`src/rtl/fc7_pkg.sv`:
```
// Shared types and constants for the fc7 fully-connected MAC engine.
package fc7_pkg;

  localparam int N_OUT     = 10;
  localparam int ACC_W_DEF = 24;
  localparam int PROD_W    = 16;

  typedef enum logic [1:0] {
    IDLE  = 2'd0,
    FETCH = 2'd1,
    DRAIN = 2'd2,
    OUT   = 2'd3
  } state_t;

  typedef logic signed [ACC_W_DEF-1:0] score_t;

endpackage

```
`src/rtl/fc7_if.sv`:
```
// Result stream of fc7_mac: one class score per beat, valid/ready handshake.
interface fc7_if #(
  parameter int ACC_W = 24
);
  logic                    y_valid;
  logic                    y_ready;
  logic [3:0]              y_idx;
  logic signed [ACC_W-1:0] y_data;

  modport master (output y_valid, y_idx, y_data, input y_ready);
  modport slave  (input y_valid, y_idx, y_data, output y_ready);
endinterface

```
`src/rtl/fc7_lane.sv`:
```
// One signed multiply-accumulate lane: acc <= clr ? 0 : acc + x*w when enabled.
module fc7_lane
  import fc7_pkg::*;
#(
  parameter int DATA_W = 8,
  parameter int COEF_W = 8,
  parameter int ACC_W  = ACC_W_DEF
) (
  input  logic                     clk,
  input  logic                     rst_n,
  input  logic                     i_clr,
  input  logic                     i_en,
  input  logic signed [DATA_W-1:0] i_x,
  input  logic signed [COEF_W-1:0] i_w,
  output logic signed [ACC_W-1:0]  o_acc
);

  localparam int P_W = DATA_W + COEF_W;

  function automatic logic signed [ACC_W-1:0] sext_prod(input logic signed [P_W-1:0] p);
    return {{(ACC_W-P_W){p[P_W-1]}}, p};
  endfunction

  logic signed [P_W-1:0]   w_prod_p0;
  logic signed [ACC_W-1:0] r_acc_p1;

  assign w_prod_p0 = i_x * i_w;

  // stage p0 -> p1: accumulate
  always_ff @(posedge clk or negedge rst_n) begin
    if (!rst_n) begin
      r_acc_p1 <= '0;
    end else if (i_clr) begin
      r_acc_p1 <= '0;
    end else if (i_en) begin
      r_acc_p1 <= r_acc_p1 + sext_prod(w_prod_p0);
    end
  end

  assign o_acc = r_acc_p1;

endmodule

```
`src/rtl/fc7_mac.sv`:
```
// fc7 layer engine: 84-input x 10-output dot products, results streamed via fc7_if.
// Optional running argmax output enabled by defining FC7_ARGMAX_EN.
module fc7_mac
  import fc7_pkg::*;
#(
  parameter int N_IN   = 84,
  parameter int ADDR_W = 7,
  parameter int ACC_W  = ACC_W_DEF
) (
  input  logic                 clk,
  input  logic                 rst_n,
  input  logic                 i_start,
  output logic                 o_busy,
  output logic                 o_done,
  output logic [ADDR_W-1:0]    o_x_raddr,
  input  logic signed [7:0]    i_x_rdata,
  output logic [ADDR_W-1:0]    o_w7_raddr,
  input  logic signed [7:0]    i_w7_1_rdata,
  input  logic signed [7:0]    i_w7_2_rdata,
  input  logic signed [7:0]    i_w7_3_rdata,
  input  logic signed [7:0]    i_w7_4_rdata,
  input  logic signed [7:0]    i_w7_5_rdata,
  input  logic signed [7:0]    i_w7_6_rdata,
  input  logic signed [7:0]    i_w7_7_rdata,
  input  logic signed [7:0]    i_w7_8_rdata,
  input  logic signed [7:0]    i_w7_9_rdata,
  input  logic signed [7:0]    i_w7_10_rdata,
  fc7_if.master                y_if
`ifdef FC7_ARGMAX_EN
  ,
  output logic [3:0]           o_class_idx,
  output logic                 o_class_vld
`endif
);

  localparam logic [ADDR_W-1:0] LAST_ADDR = ADDR_W'(N_IN - 1);
  localparam logic [3:0]        LAST_IDX  = 4'(N_OUT - 1);

  state_t                  r_state, w_state_nxt;
  logic [ADDR_W-1:0]       r_addr;
  logic [3:0]              r_idx;
  logic                    r_done;
  logic                    r_vld_p1;
  logic                    w_start_acc;
  logic                    w_beat;
  logic                    w_last_beat;
  logic signed [7:0]       w_w[N_OUT];
  logic signed [ACC_W-1:0] w_acc[N_OUT];
  logic signed [ACC_W-1:0] w_y_data;

  assign w_w[0] = i_w7_1_rdata;
  assign w_w[1] = i_w7_2_rdata;
  assign w_w[2] = i_w7_3_rdata;
  assign w_w[3] = i_w7_4_rdata;
  assign w_w[4] = i_w7_5_rdata;
  assign w_w[5] = i_w7_6_rdata;
  assign w_w[6] = i_w7_7_rdata;
  assign w_w[7] = i_w7_8_rdata;
  assign w_w[8] = i_w7_9_rdata;
  assign w_w[9] = i_w7_10_rdata;

  always_ff @(posedge clk or negedge rst_n) begin
    if (!rst_n) r_state <= IDLE;
    else        r_state <= w_state_nxt;
  end

  // a start sampled together with done is dropped so runs never overlap
  always_comb begin
    w_state_nxt = r_state;
    w_start_acc = 1'b0;
    w_beat      = 1'b0;
    w_last_beat = 1'b0;
    case (r_state)
      IDLE: begin
        if (i_start && !r_done) begin
          w_start_acc = 1'b1;
          w_state_nxt = FETCH;
        end
      end
      FETCH: begin
        if (r_addr == LAST_ADDR) w_state_nxt = DRAIN;
      end
      DRAIN: w_state_nxt = OUT;
      OUT: begin
        w_beat = y_if.y_ready;
        if (w_beat && r_idx == LAST_IDX) begin
          w_last_beat = 1'b1;
          w_state_nxt = IDLE;
        end
      end
      default: w_state_nxt = IDLE;
    endcase
  end

  // stage p0: address issue; p1: read data returned and accumulated
  always_ff @(posedge clk or negedge rst_n) begin
    if (!rst_n) begin
      r_addr   <= '0;
      r_idx    <= '0;
      r_done   <= 1'b0;
      r_vld_p1 <= 1'b0;
    end else begin
      r_done   <= w_last_beat;
      r_vld_p1 <= (r_state == FETCH);
      if (w_start_acc || w_last_beat) r_addr <= '0;
      else if (r_state == FETCH && r_addr != LAST_ADDR) r_addr <= r_addr + 1'b1;
      if (w_last_beat)  r_idx <= '0;
      else if (w_beat)  r_idx <= r_idx + 1'b1;
    end
  end

  for (genvar g = 0; g < N_OUT; g++) begin : g_lane
    fc7_lane #(
      .DATA_W (8),
      .COEF_W (8),
      .ACC_W  (ACC_W)
    ) u_lane (
      .clk   (clk),
      .rst_n (rst_n),
      .i_clr (w_start_acc),
      .i_en  (r_vld_p1),
      .i_x   (i_x_rdata),
      .i_w   (w_w[g]),
      .o_acc (w_acc[g])
    );
  end

  always_comb begin
    w_y_data = '0;
    for (int i = 0; i < N_OUT; i++) begin
      if (r_idx == 4'(i)) w_y_data = w_acc[i];
    end
  end

  assign o_busy       = (r_state != IDLE);
  assign o_done       = r_done;
  assign o_x_raddr    = r_addr;
  assign o_w7_raddr   = r_addr;
  assign y_if.y_valid = (r_state == OUT);
  assign y_if.y_idx   = r_idx;
  assign y_if.y_data  = w_y_data;

`ifdef FC7_ARGMAX_EN
  logic signed [ACC_W-1:0] r_max;
  logic [3:0]              r_cls;

  // strict greater-than keeps the lowest index on ties
  always_ff @(posedge clk or negedge rst_n) begin
    if (!rst_n) begin
      r_max <= '0;
      r_cls <= '0;
    end else if (w_start_acc) begin
      r_max <= '0;
      r_cls <= '0;
    end else if (w_beat && (r_idx == 4'd0 || w_y_data > r_max)) begin
      r_max <= w_y_data;
      r_cls <= r_idx;
    end
  end

  assign o_class_idx = r_cls;
  assign o_class_vld = r_done;
`endif

endmodule

```
`src/flat_wrapper.sv`:
```
// flat-port wrapper written by rule: the top's interface ports become plain ports
module fc7_mac_flat import fc7_pkg::*;
#(
  parameter int N_IN   = 84,
  parameter int ADDR_W = 7,
  parameter int ACC_W  = ACC_W_DEF
)
  (clk, rst_n, i_start, o_busy, o_done, o_x_raddr, i_x_rdata, o_w7_raddr, i_w7_1_rdata, i_w7_2_rdata, i_w7_3_rdata, i_w7_4_rdata, i_w7_5_rdata, i_w7_6_rdata, i_w7_7_rdata, i_w7_8_rdata, i_w7_9_rdata, i_w7_10_rdata, y_if_y_valid, y_if_y_idx, y_if_y_data, y_if_y_ready);
  fc7_if #(.ACC_W(ACC_W)) y_if_i ();
  input  logic clk;
  input  logic rst_n;
  input  logic i_start;
  output logic o_busy;
  output logic o_done;
  output logic [ADDR_W-1:0] o_x_raddr;
  input  logic signed [7:0] i_x_rdata;
  output logic [ADDR_W-1:0] o_w7_raddr;
  input  logic signed [7:0] i_w7_1_rdata;
  input  logic signed [7:0] i_w7_2_rdata;
  input  logic signed [7:0] i_w7_3_rdata;
  input  logic signed [7:0] i_w7_4_rdata;
  input  logic signed [7:0] i_w7_5_rdata;
  input  logic signed [7:0] i_w7_6_rdata;
  input  logic signed [7:0] i_w7_7_rdata;
  input  logic signed [7:0] i_w7_8_rdata;
  input  logic signed [7:0] i_w7_9_rdata;
  input  logic signed [7:0] i_w7_10_rdata;
  output wire logic [$bits(y_if_i.y_valid)-1:0] y_if_y_valid;
  output wire logic [$bits(y_if_i.y_idx)-1:0] y_if_y_idx;
  output wire logic [$bits(y_if_i.y_data)-1:0] y_if_y_data;
  input wire logic [$bits(y_if_i.y_ready)-1:0] y_if_y_ready;
  assign y_if_y_valid = y_if_i.y_valid;
  assign y_if_y_idx = y_if_i.y_idx;
  assign y_if_y_data = y_if_i.y_data;
  assign y_if_i.y_ready = y_if_y_ready;
  fc7_mac #(.N_IN(N_IN), .ADDR_W(ADDR_W), .ACC_W(ACC_W)) u_core (.clk(clk), .rst_n(rst_n), .i_start(i_start), .o_busy(o_busy), .o_done(o_done), .o_x_raddr(o_x_raddr), .i_x_rdata(i_x_rdata), .o_w7_raddr(o_w7_raddr), .i_w7_1_rdata(i_w7_1_rdata), .i_w7_2_rdata(i_w7_2_rdata), .i_w7_3_rdata(i_w7_3_rdata), .i_w7_4_rdata(i_w7_4_rdata), .i_w7_5_rdata(i_w7_5_rdata), .i_w7_6_rdata(i_w7_6_rdata), .i_w7_7_rdata(i_w7_7_rdata), .i_w7_8_rdata(i_w7_8_rdata), .i_w7_9_rdata(i_w7_9_rdata), .i_w7_10_rdata(i_w7_10_rdata), .y_if(y_if_i));
endmodule
```
`config.mk`:
```
export PLATFORM = sky130hd
export DESIGN_NAME = fc7_mac_flat
export DESIGN_NICKNAME = d
export VERILOG_FILES = /design/src/rtl/fc7_pkg.sv /design/src/rtl/fc7_if.sv /design/src/rtl/fc7_lane.sv /design/src/rtl/fc7_mac.sv /design/src/flat_wrapper.sv
export SDC_FILE = /design/constraint.sdc
export NUM_CORES = 2
export LEC_CHECK = 0
export ABC_AREA = 0
export CORE_MARGIN = 5
export CORE_UTILIZATION = 45
export DETAILED_ROUTE_END_ITERATION = 12
export GPL_ROUTABILITY_DRIVEN = 0
export HOLD_SLACK_MARGIN = 0.1
export SLEW_MARGIN = 10
export SYNTH_ARGS = -nofsm -noshare
export SYNTH_HDL_FRONTEND = slang
export SYNTH_SLANG_ARGS = --single-unit
```
`constraint.sdc`:
```
create_clock -name clk -period 4.8 [get_ports clk]
set_input_delay 0.96 -clock clk [delete_from_list [all_inputs] [get_ports clk]]
set_output_delay 0.96 -clock clk [all_outputs]
set_load 0.02 [all_outputs]
```
### Yosys cells after proc, flatten, opt, wreduce, memory -nomap -nowiden

Index checks and enable logic that the tools add are counted.

| storage, ports and cells | value |
|---|---|
| register bits after elaboration | 255 |
| input bits | 92 |
| output and inout port bits | 45 |
| logic and storage cells | 109 |

| operators by class | value |
|---|---|
| add/sub/neg operators | 12 |
| multiply operators | 10 |
| equality and inequality tests | 17 |
| muxes and demuxes | 43 |
| reduce and logical (&&, ||, !) cells | 12 |

Operators with widths:

| operator | count |
|---|---|
| two-way mux 24 bit | 30 |
| adder 24 x 16 -> 24 bit | 10 |
| multiplier 8 x 8 -> 16 bit | 10 |
| equality test 4 x 3 -> 1 bit (second input constant) | 4 |
| two-way mux 7 bit | 2 |
| equality test 4 x 2 -> 1 bit (second input constant) | 2 |
| equality test 4 bit (second input constant) | 2 |
| two-way mux 4 bit | 2 |
| one-hot mux 2 bit (4 select lines) | 1 |
| nonzero test 2 bit | 4 |
| adder 7 x 1 -> 7 bit (second input constant) | 1 |
| equality test 7 bit (second input constant) | 1 |
| inequality test 7 bit (second input constant) | 1 |
| two-way mux 2 bit | 3 |
| inequality test 2 x 1 -> 1 bit (second input constant) | 3 |
| two-way mux 1 bit | 5 |
| adder 4 x 1 -> 4 bit (second input constant) | 1 |
| equality test 2 bit (second input constant) | 2 |
| equality test 4 x 1 -> 1 bit (second input constant) | 1 |
| logical NOT 4 bit | 1 |
| logical AND 1 bit | 3 |
| AND reduction 3 bit | 1 |
| equality test 2 x 1 -> 1 bit (second input constant) | 1 |
| logical NOT 2 bit | 1 |
| 2 further kinds | 2 |

### Depth between registers and ports, before layout

| depth | value |
|---|---|
| depth after elaboration | 11 |
| gate-level depth with buffers | 22 |

### By module

From an unflattened synthesis, not the netlist that was laid out.

| second synthesis, totals | value |
|---|---|
| cell total of the unflattened synthesis | 5673 |
| area, all modules | 55458.2 µm² |

Modules (own cells, without submodules):

| module | times used | cells an instance | area each (µm²) |
|---|---|---|---|
| fc7_lane (u_core.g_lane[3].u_lane ...) | 5 | 529 | 5266.3 |
| fc7_lane (u_core.g_lane[0].u_lane ...) | 2 | 529 | 5238.8 |
| fc7_lane (u_core.g_lane[9].u_lane) | 1 | 521 | 5211.2 |
| fc7_lane (u_core.g_lane[2].u_lane) | 1 | 525 | 5192.5 |
| fc7_lane (u_core.g_lane[8].u_lane) | 1 | 500 | 5062.4 |
| fc7_mac | 1 | 424 | 3183.1 |

### Worst setup path before layout

Ideal clock, no wire load.

| timing path | value |
|---|---|
| path kind | input -> register |
| start point | input i_x_rdata[7] |
| end point | register u_core.g_lane[4].u_lane.r_acc_p1[22] |
| arrival time | 6.255 ns |
| data required time | 4.671 ns |
| setup slack | -1.584 ns |
| stages on the path | 18 |
| cells stage by stage | clkbuf_1 and2_1 inv_1 fa_1 inv_1 fa_1 fa_1 fa_1 fa_1 ha_1 o21a_1 o31ai_2 a211oi_1 a211o_1 or4_1 a31oi_1 xor2_1 o21ai_1 |

| on the way | value |
|---|---|
| word-level cells in the longest chain between the ends | 4 |

Ends and longest elaborated chain:

| item | line | text |
|---|---|---|
| from (decl) | flat_wrapper.sv:16 | `input logic signed [7:0] i_x_rdata;` |
| multiplier 8 x 8 -> 16 bit | fc7_lane.sv:27 | `assign w_prod_p0 = i_x * i_w;` |
| adder 24 x 16 -> 24 bit | fc7_lane.sv:36 | `r_acc_p1 <= r_acc_p1 + sext_prod(w_prod_p0);` |
| two-way mux 24 bit | fc7_lane.sv:35 | `end else if (i_en) begin` |
| two-way mux 24 bit | fc7_lane.sv:33 | `end else if (i_clr) begin` |
| to (signal assigned) | fc7_lane.sv:36 |  |
| to (decl) | fc7_lane.sv:25 | `logic signed [ACC_W-1:0] r_acc_p1;` |

Every way passes these cells. The select of a mux whose other input is x is not followed.
A chain may end at the register's enable or synchronous reset.

### Worst setup path in the final report

Ends and elaborated chain as after synthesis.

==> flow_summary.yaml <==
sta:
  setup_viol: 139
  min_period_ps: 5480
  fmax_ghz: 0.182
  skew_ps: 12.6
  maxSlewViolCount: 0
  hold_viol: 0
  rsz0062_at_grt: "true"
  timing.final.ws_setup_ps: -680
  slew_headroom_pct: 30.7
  period_share_pct: 114
  worstMarginPinSlew_ps: 1040
setup_path:
  slowest_delay_ps: 640
  crit_buf_inv: 5
  reg2regPathDepth: 19
  regToRegStartpoint: "u_core.g_lane[9].u_lane.o_acc[6]"
  reg2reg_setup_slack_ps: -170
  critical_path_required_ps: 5240
  rr_endpoint: "u_core.g_lane[9].u_lane.o_acc[22]"
  worstPathArrival_ps: 5920
  cp_max_fo: 6
  crit_family: "adder cells"
  end_kind: "flop"
  slowest_stage: "fa_2"
  path_cells: "buf_12, buf_12, buf_12, buf_16, nand2_1, fa_2, fa_1, inv_1, fa_1, fa_1, ha_4, ha_4, a21o_1, a21o_1, a21o_1, a211o_1, or4_4, a31oi_4, xor2_1, o21ai_1"
  worst_setup_path_start_kind: "input port"
  cp.depth: 20
  crit_type: "in -> reg"
route:
  via_per_inst: 5.28
  routed_wl_um: 165000
  drc: 0
  vias: 42800
  drtIter0Drc: 2497
  ant_nets: 0
  wire_per_inst_um: 20.3
  drt-pass1-iter-count: 6
die:
  core_sq_um: 116000
  dieHeight_um: 352
  dieArea_sq_um: 124000
  pin_count: 137
  die_w_um: 352
  start_util_pct: 45.3
  rows: 125
global_route:
  grt_overflow_total: 0
  grt_pass1_vias: 45600
  grt_pass1_wl_um: 254000
  antenna_found_initial: 11
  grt_use_total_pct: 26.4
  grt_max_degree: 97
yosys:
  ys_warn_count: 0
  synth_area_per_cell_sq_um: 9.60
  synth_nets: 7151
  synth_cell_types: 76
  synth_edf_count: 0
  ys_ff_latch: 255
  synth_seq_area_share_pct: 12.1
  async_flop_share_pct: 100
  synth_cells: 5470
  yosys_most_used_dff: "dfrtp_1"
  syn-cell-area_sq_um: 52500
outcome:
  status: "finished, violations left"
  violations: "negative setup slack"
layout:
  final_cell_mix: "970 x fa_1, 949 x buf_4, 948 x inv_1"
  fillCellCount: 9573
  drive_gt1_share_pct: 28.9
  final_nets: 8244
  area_growth_pct: 34.2
  final_util_pct: 60.7
  final_common_cell: "fa_1"
cts:
  clock_sinks: 255
  htreeDepth: 2
  cts_tree: "yes"
  root_buffer: "clkbuf_16"
  cts_buffers: 38
  clk_path_buf_depth: 3
  clkTransAtPathRegs_ps: 50
  worstSkewPairLatency_ps: 570
placed_design:
  dp_hpwl_um: 126000
  io_buffers: 136
run:
  maxCapViolCount: 0
hold_path:
  hold_class: "in -> async"
state kept, by name (all words and copies together) (netlist names):
name / cells
u_core.g_lane.u_lane.o_acc: 240
u_core.r_state: 2
u_core.r_vld_p1: 1
u_core.y_if.y_idx: 4
u_core.o_done: 1
u_core.o_w7_raddr: 7
logic make-up (layout without fill, tap and decap cells):
kind of cell / count (synthesis) / count (layout) / share of synthesized area (%)
AO/OA/AOI/OAI: 924 / 924 / 11.1
XOR/XNOR: 221 / 221 / 3.69
adder cells (fa/ha/maj): 1589 / 1589 / 52.7
buffers and inverters: 1211 / 2327 / 8.71
flip-flops: 255 / 255 / 12.1
multiplexers: 6 / 6 / 0.138
other: 0 / 3 / 0
AND/OR/NAND/NOR: 1264 / 1267 / 11.5
synthesized netlist by cell type, types with 22 or more instances:
master	count	area [sq um]
o21bai_1	26	195
clkbuf_1	172	646
a22oi_1	26	195
xnor2_1	131	1150
dfrtp_1	255	6380
a31oi_1	38	238
o31ai_1	25	188
nand3_1	26	130
a21o_1	61	458
a21oi_1	170	851
nand2_1	571	2140
and2_1	328	2050
o21ai_0	330	1650
ha_1	549	6870
o21a_1	32	240
o221ai_1	25	219
a211oi_1	22	165
fa_1	1040	20800
nand2b_1	47	294
and3_1	24	150
nor2_1	174	653
xor2_1	90	788
a22o_1	63	552
inv_1	1008	3780
worst max-delay path by stage:
stage / end / start
finish: u_core.g_lane[4].u_lane.o_acc[22] / i_x_rdata[7]
global route: u_core.g_lane[8].u_lane.o_acc[23] / i_x_rdata[7]
CTS: u_core.g_lane[1].u_lane.o_acc[23] / i_x_rdata[7]
detailed placement: u_core.g_lane[8].u_lane.o_acc[23] / i_w7_9_rdata[6]
global placement: u_core.g_lane[4].u_lane.o_acc[23] / i_w7_5_rdata[7]
floorplan: u_core.g_lane[9].u_lane.o_acc[20] / i_x_rdata[7]
area by class of cell:
cell class	instances	area (sq um)	share of cell area [%]
sequential	255	6380	9.05
antenna	3	7.51	0.0107
tap	1524	1910	2.71
inverter	1018	3850	5.46
clock buffer	50	1090	1.54
multi-input combinational	4007	45800	65.0
timing repair buffer	1243	11200	15.9
clock inverter	16	274	0.389
stage by stage:
stage          hold slack, ps  setup TNS [ps]  instance area (sq um)  std cells  setup WS [ps]
6_report                  421          -50420                  70500       8116           -680
4_1_cts                   438          -50920                  67000       8007           -668
5_1_grt                   464          -68070                  70500       8114           -784
3_5_place_dp              507         -189330                  63400       7864          -1550
2_1_floorplan             466          -64910                  53700       5470           -933
3_3_place_gp              497         -184030                  63400       7864          -1490
what timing repair did:
item                                    CTS  global route
resized for setup                       421           577
endpoints found under the setup margin  183           173
hold buffers                              0             0
pin swaps                               173           363
setup buffers                            61           106
cloned                                   16             6
metal layers:
layer	global-route usage (%)	routed length, um
met1	34.7	67300
met4	8.24	5970
met5	0	69
met2	44.3	80500
met3	5.26	10800
Power is left out: the tool's default activity adds up to more than one toggle a clock period on the data nets, which glitch-free logic cannot reach.
